**src/rtl/rotary_bcd_counter_if.sv**
```systemverilog
// Encoder inputs and BCD digit / step pulse outputs of the rotary BCD counter.
interface rotary_bcd_counter_if;
    logic       enc_a;
    logic       enc_b;
    logic       enc_sw;
    logic [3:0] digit0;
    logic [3:0] digit1;
    logic [3:0] digit2;
    logic [3:0] digit3;
    logic       step_up;
    logic       step_dn;
    logic       count_wrap;

    modport master (
        output enc_a, enc_b, enc_sw,
        input  digit0, digit1, digit2, digit3, step_up, step_dn, count_wrap
    );

    modport slave (
        input  enc_a, enc_b, enc_sw,
        output digit0, digit1, digit2, digit3, step_up, step_dn, count_wrap
    );
endinterface

```
**src/rtl/rotary_bcd_counter.sv**
```systemverilog
// Rotary encoder front end (sync, debounce, quadrature decode) driving a
// 4-digit BCD up/down counter that feeds the 7-segment scan stage.
module rotary_bcd_counter #(
    parameter int unsigned DEBOUNCE_CYCLES  = 100000,
    parameter int unsigned STEPS_PER_DETENT = 4
) (
    input logic                 clk,
    input logic                 rst,
    rotary_bcd_counter_if.slave bus
);
    localparam int unsigned CNT_W  = (DEBOUNCE_CYCLES > 1) ? $clog2(DEBOUNCE_CYCLES) : 1;
    localparam int unsigned ACC_W  = 4;
    localparam int unsigned N_IN   = 3;
    localparam int unsigned N_DIG  = 4;
    localparam logic [CNT_W-1:0]        CNT_LAST = CNT_W'(DEBOUNCE_CYCLES - 1);
    localparam logic signed [ACC_W-1:0] ACC_MAX  = ACC_W'(STEPS_PER_DETENT);

    // Bit 2 = A, bit 1 = B, bit 0 = push switch.
    logic [N_IN-1:0]  w_raw;
    logic [N_IN-1:0]  r_sync1;
    logic [N_IN-1:0]  r_sync2;
    logic [N_IN-1:0]  r_stable;
    logic [CNT_W-1:0] r_db_cnt [N_IN];

    logic [1:0]              w_ab;
    logic [1:0]              r_prev_ab;
    logic signed [ACC_W-1:0] w_delta;
    logic signed [ACC_W-1:0] w_acc_sum;
    logic signed [ACC_W-1:0] r_acc;
    logic                    r_step_up;
    logic                    r_step_dn;

    logic       r_prev_sw;
    logic       w_press;
    logic [3:0] r_digit [N_DIG];
    logic [3:0] w_inc   [N_DIG];
    logic [3:0] w_dec   [N_DIG];
    logic       w_inc_wrap;
    logic       w_dec_wrap;
    logic       r_wrap;

    assign w_raw = {bus.enc_a, bus.enc_b, bus.enc_sw};

    always_ff @(posedge clk) begin
        if (rst) begin
            r_sync1 <= '1;
            r_sync2 <= '1;
        end else begin
            r_sync1 <= w_raw;
            r_sync2 <= r_sync1;
        end
    end

    // Stable value flips only after the input has disagreed for DEBOUNCE_CYCLES cycles.
    always_ff @(posedge clk) begin
        if (rst) begin
            r_stable <= '1;
            for (int i = 0; i < N_IN; i++) r_db_cnt[i] <= '0;
        end else begin
            for (int i = 0; i < N_IN; i++) begin
                if (r_sync2[i] == r_stable[i]) begin
                    r_db_cnt[i] <= '0;
                end else if (r_db_cnt[i] == CNT_LAST) begin
                    r_stable[i] <= r_sync2[i];
                    r_db_cnt[i] <= '0;
                end else begin
                    r_db_cnt[i] <= r_db_cnt[i] + CNT_W'(1);
                end
            end
        end
    end

    assign w_ab = r_stable[2:1];

    always_comb begin
        w_delta = '0;
        case ({r_prev_ab, w_ab})
            4'b1110, 4'b1000, 4'b0001, 4'b0111: w_delta = 4'sd1;
            4'b1101, 4'b0100, 4'b0010, 4'b1011: w_delta = -4'sd1;
            default:                            w_delta = '0;
        endcase
        w_acc_sum = r_acc + w_delta;
    end

    always_ff @(posedge clk) begin
        if (rst) begin
            r_prev_ab <= 2'b11;
            r_acc     <= '0;
            r_step_up <= 1'b0;
            r_step_dn <= 1'b0;
        end else begin
            r_prev_ab <= w_ab;
            r_step_up <= 1'b0;
            r_step_dn <= 1'b0;
            if (w_acc_sum == ACC_MAX) begin
                r_step_up <= 1'b1;
                r_acc     <= '0;
            end else if (w_acc_sum == -ACC_MAX) begin
                r_step_dn <= 1'b1;
                r_acc     <= '0;
            end else begin
                r_acc <= w_acc_sum;
            end
        end
    end

    assign w_press = r_prev_sw & ~r_stable[0];

    // Ripple carry/borrow through the BCD digits; carry out of the top digit is the wrap.
    always_comb begin
        logic w_carry;
        logic w_borrow;
        w_carry  = 1'b1;
        w_borrow = 1'b1;
        for (int i = 0; i < N_DIG; i++) begin
            w_inc[i] = r_digit[i];
            w_dec[i] = r_digit[i];
            if (w_carry) begin
                if (r_digit[i] == 4'd9) begin
                    w_inc[i] = 4'd0;
                end else begin
                    w_inc[i] = r_digit[i] + 4'd1;
                    w_carry  = 1'b0;
                end
            end
            if (w_borrow) begin
                if (r_digit[i] == 4'd0) begin
                    w_dec[i] = 4'd9;
                end else begin
                    w_dec[i] = r_digit[i] - 4'd1;
                    w_borrow = 1'b0;
                end
            end
        end
        w_inc_wrap = w_carry;
        w_dec_wrap = w_borrow;
    end

    // A press overrides a step resolving in the same cycle.
    always_ff @(posedge clk) begin
        if (rst) begin
            for (int i = 0; i < N_DIG; i++) r_digit[i] <= '0;
            r_wrap    <= 1'b0;
            r_prev_sw <= 1'b1;
        end else begin
            r_prev_sw <= r_stable[0];
            r_wrap    <= 1'b0;
            if (w_press) begin
                for (int i = 0; i < N_DIG; i++) r_digit[i] <= '0;
            end else if (r_step_up) begin
                for (int i = 0; i < N_DIG; i++) r_digit[i] <= w_inc[i];
                r_wrap <= w_inc_wrap;
            end else if (r_step_dn) begin
                for (int i = 0; i < N_DIG; i++) r_digit[i] <= w_dec[i];
                r_wrap <= w_dec_wrap;
            end
        end
    end

    assign bus.digit0     = r_digit[0];
    assign bus.digit1     = r_digit[1];
    assign bus.digit2     = r_digit[2];
    assign bus.digit3     = r_digit[3];
    assign bus.step_up    = r_step_up;
    assign bus.step_dn    = r_step_dn;
    assign bus.count_wrap = r_wrap;

endmodule

```
**src/flat_wrapper.sv**
```systemverilog
// flat-port wrapper written by rule: the top's interface ports become plain ports
module rotary_bcd_counter_flat 
#(
    parameter int unsigned DEBOUNCE_CYCLES  = 100000,
    parameter int unsigned STEPS_PER_DETENT = 4
)
  (clk, rst, bus_enc_a, bus_enc_b, bus_enc_sw, bus_digit0, bus_digit1, bus_digit2, bus_digit3, bus_step_up, bus_step_dn, bus_count_wrap);
  rotary_bcd_counter_if bus_i ();
  input logic clk;
  input logic rst;
  input wire logic [$bits(bus_i.enc_a)-1:0] bus_enc_a;
  input wire logic [$bits(bus_i.enc_b)-1:0] bus_enc_b;
  input wire logic [$bits(bus_i.enc_sw)-1:0] bus_enc_sw;
  output wire logic [$bits(bus_i.digit0)-1:0] bus_digit0;
  output wire logic [$bits(bus_i.digit1)-1:0] bus_digit1;
  output wire logic [$bits(bus_i.digit2)-1:0] bus_digit2;
  output wire logic [$bits(bus_i.digit3)-1:0] bus_digit3;
  output wire logic [$bits(bus_i.step_up)-1:0] bus_step_up;
  output wire logic [$bits(bus_i.step_dn)-1:0] bus_step_dn;
  output wire logic [$bits(bus_i.count_wrap)-1:0] bus_count_wrap;
  assign bus_i.enc_a = bus_enc_a;
  assign bus_i.enc_b = bus_enc_b;
  assign bus_i.enc_sw = bus_enc_sw;
  assign bus_digit0 = bus_i.digit0;
  assign bus_digit1 = bus_i.digit1;
  assign bus_digit2 = bus_i.digit2;
  assign bus_digit3 = bus_i.digit3;
  assign bus_step_up = bus_i.step_up;
  assign bus_step_dn = bus_i.step_dn;
  assign bus_count_wrap = bus_i.count_wrap;
  rotary_bcd_counter #(.DEBOUNCE_CYCLES(DEBOUNCE_CYCLES), .STEPS_PER_DETENT(STEPS_PER_DETENT)) u_core (.clk(clk), .rst(rst), .bus(bus_i));
endmodule
```
**config.mk**
```make
export PLATFORM = sky130hd
export DESIGN_NAME = rotary_bcd_counter_flat
export DESIGN_NICKNAME = d
export VERILOG_FILES = /design/src/rtl/rotary_bcd_counter_if.sv /design/src/rtl/rotary_bcd_counter.sv /design/src/flat_wrapper.sv
export SDC_FILE = /design/constraint.sdc
export NUM_CORES = 1
export LEC_CHECK = 0
export CAP_MARGIN = 40
export CORE_ASPECT_RATIO = 0.8
export CORE_MARGIN = 5
export CORE_UTILIZATION = 50
export CTS_CLUSTER_SIZE = 40
export DETAILED_ROUTE_END_ITERATION = 8
export DONT_BUFFER_PORTS = 1
export GPL_TIMING_DRIVEN = 0
export HOLD_SLACK_MARGIN = 0.02
export PLACE_DENSITY = 0.7
export SLEW_MARGIN = 20
export SYNTH_ARGS = -nofsm -noshare
export SYNTH_HDL_FRONTEND = slang
export SYNTH_SLANG_ARGS = --single-unit
export TNS_END_PERCENT = 10
```
**constraint.sdc**
```tcl
create_clock -name clk -period 7.4 [get_ports clk]
set_input_delay 1.85 -clock clk [delete_from_list [all_inputs] [get_ports clk]]
set_output_delay 1.85 -clock clk [all_outputs]
set_load 0.1 [all_outputs]
```
==> results of run 1 <==
[registers in the layout, summed over array words and instances (netlist names)]
name,cells
u_core.r_prev_sw,1
u_core.r_sync2,3
u_core.r_stable,3
u_core.bus.step_up,1
u_core.bus.count_wrap,1
u_core.r_sync1,3
u_core.r_prev_ab,2
u_core.bus.step_dn,1
u_core.r_db_cnt,51
u_core.r_acc,4
u_core.r_digit,16
[stage by stage]
step	area, µm²	hold WS, ns	power (W)
floorplan	5100	0.389	0.000635
global placement	5250	0.393	0.000648
CTS	6050	0.420	0.00113
finish	6050	0.419	0.00112
global route	6050	0.436	0.00116
detailed placement	5750	0.406	0.000676
[layer usage]
layer,part of all wire,up-vias
li1,-,1902
met1,0.46,1828
met2,0.48,87
met3,0.048,14
met4,0.015,0
met5,0,-
[path summary, 6_finish.rpt]
kind                                   from                            endpoint  slack, ns  cells after the start
max                                     rst  u_core.r_digit[3][0]$_SDFFCE_PP0P_       3.67                      7
min            u_core.r_sync1[1]$_SDFF_PP1_        u_core.r_sync2[1]$_SDFF_PP1_       0.42                      1
max reg2reg  u_core.r_digit[1][1]$_DFFE_PP_  u_core.r_digit[3][0]$_SDFFCE_PP0P_       4.83                      7
min reg2reg    u_core.r_sync1[1]$_SDFF_PP1_        u_core.r_sync2[1]$_SDFF_PP1_       0.42                      1
[cell families after synthesis]
family | count (synthesis) | share of synthesized area
compound gates | 48 | 0.0665
xor+xnor | 51 | 0.0937
fa+ha+maj | 23 | 0.0601
buf+inv | 35 | 0.0278
flops | 86 | 0.487
mux | 5 | 0.0153
other cells | 1 | 0.000763
simple gates | 232 | 0.249
[report_power, final]
part	switching [W]	internal [W]	leakage (nW)
Clock	0.000176	0.000276	0.150
Sequential	0.0000243	0.000539	0.845
Combinational	0.0000641	0.0000405	1.23
[cells in the final DEF (no fill, tap or decap), types with 6 or more instances in the layout]
cell type and count:
xor2_1 18, buf_16 13, a21oi_1 14, inv_1 17
nand3_1 26, ha_1 22, buf_1 11, xnor2_1 32
nand2_1 31, nor4_1 13, clkbuf_1 14, edfxtp_1 67
dfxtp_1 19, or2_2 10, clkbuf_16 9, nand4_1 22
and4_1 6, buf_8 6, conb_1 51, nor2_1 72
nor3_1 12
[area by class of cell]
type	count	area share
Multi-Input combinational cell	410	0.425
Sequential cell	86	0.395
Timing Repair Buffer	31	0.0829
Clock buffer	11	0.0418
Tap cell	119	0.0246
Buffer	17	0.0114
Inverter	18	0.0112
Clock inverter	5	0.00786
[worst reg2reg max path: cells and delay by family (launching register included)]
family	cells	cell delay (ns)
adder cells (fa/ha/maj)	1	0.19
flip-flops	1	0.52
AND/OR/NAND/NOR	1	0.44
AO/OA/AOI/OAI	2	0.52
buffers and inverters	3	0.58
==> reports/summary.txt, run 1 <==
Slew Viols, Final -> 0
First-pass GRT wire length -> 17.7 mm
Total GRT Usage -> 0.181
Grt met3 use -> 0.0459
DIE WIDTH -> 121 µm
WP data required -> 7.43 ns
Endpoints failing setup -> 0
Register area -> 2390 µm²
Worst-Margin Slew -> 0.725 ns
Share of the synthesized area in the top cell type -> 0.409
Post-Synthesis Cell Area -> 4910 µm²
Clk Latency, worst-skew pair -> 0.34 ns
Clock Tree Buf Depth -> 2
Most common cell on crit path -> clkbuf_1
Root buffer cell -> clkbuf_16
Register area share after synthesis -> 0.487
Final period util -> 0.504
PD cells -> 185 nW/µm²
CP Cell Sequence -> clkbuf_1 > clkinv_1 > and3_1 > clkbuf_1 > a211oi_1 > buf_2 > o211a_1
Leak -> 2.23 nW
Worst path bufs/invs -> 4
Clock H-tree levels -> 3
Worst Path Arrival -> 3.76 ns
Detailed Routing Iterations Pass 1 -> 5
Most frequent cell after synthesis -> nor2_1
Clock sink total -> 86
Gr busiest metal -> met2
Worst-path clk slew -> 0.06 ns
Boundary Pins -> 24
# hold bufs at CTS -> 0
Cts bufs inserted -> 9
Placed insts -> 680
Die H -> 98.7 µm
Post-synth top area cell -> edfxtp_1
DP HPWL -> 7.63 mm
Max Cap Viol -> 0
Synth Register Bits -> 86
Initial antenna violation count -> 0
Vias in the first global route -> 3834
GR Util met1 -> 0.239
Die ar. -> 11900 µm²
Initial DRC count -> 286
Synth top cells by count -> nor2_1 (72), edfxtp_1 (67), xnor2_1 (32)
Run status -> finished, final reports clean
Row cnt -> 32
PortBufs -> 0
Largest net degree at the start of global routing -> 14
Core area -> 9610 µm²
Worst setup path category -> input pin to flip-flop
Final non-filler cell total -> 697
Setup TNS -> 0 ns
Worst Skew -> 0.00785 ns
DP Worst Slack -> 2.88 ns
CTS tree -> yes
Layout cells sized above 1 -> 0.0952
DRC viols -> 0
Minimum clock period -> 3.73 ns
EDFF count, synth -> 67
Final Hold Fails -> 0
Antenna diode count -> 0
Max incr delay on CP -> 0.39 ns
Slew margin rel. -> 0.513
Largest delay share family, worst path -> buffers and inverters
CP Launch Type -> input pin
CP max stage cell -> clkinv_1
Met2 Use GR -> 0.295
Post-layout util -> 0.630
Yosys warning count -> 0
Setup WS post-layout -> 3.67 ns
Crit Path Max Fanout -> 10
Setup Buffers After CTS -> 0
Hold Crit Class -> flip-flop to flip-flop
Fill count -> 816
Resize count post-CTS -> 0
Most used DFF post-synth -> edfxtp_1
Placer's final routability congestion estimate -> 0.869
Routed vias/inst -> 5.50
Asr flop ratio synth -> 0
Antenna-violating nets left -> 0
Vias post-DR -> 3831
Syn avg cell area -> 10.2 µm²
Mapped Cells -> 481
Top post-synthesis cells by area -> edfxtp_1 (41%), dfxtp_1 (7.7%), xnor2_1 (5.7%)
Total grt overflow -> 0
Multi-input logic area -> 2570 µm²
Layout area overhead -> 23.2%
Initial Utilization -> 0.511
Unique masters post-synth -> 61
IR drop worst, VDD -> 0.000152 V
RSZ-0062 raised after global routing -> false
Layout Nets -> 601
Setup crit end kind -> flip-flop
Routed WL per cell -> 14.6 µm
Routed WL -> 10.2 mm
F_max -> 268 MHz
No activity file was read; power rests on OpenSTA's default activity.
==> run 2: changes to the inputs <==
clock period = 3.69 ns   (was 7.4 ns; I/O delays follow)
==> results of run 2 <==
The final DEF is identical to that of run 1. Status: finished, final reports clean.
Main changes from that run: setup slack after placement 2.88 ns -> 0.0988 ns; setup slack after layout 3.67 ns -> 0.886 ns; register-to-register setup slack 4.83 ns -> 1.12 ns; total power 0.00112 W -> 0.00225 W; worst IR drop on VDD 0.000152 V -> 0.000305 V
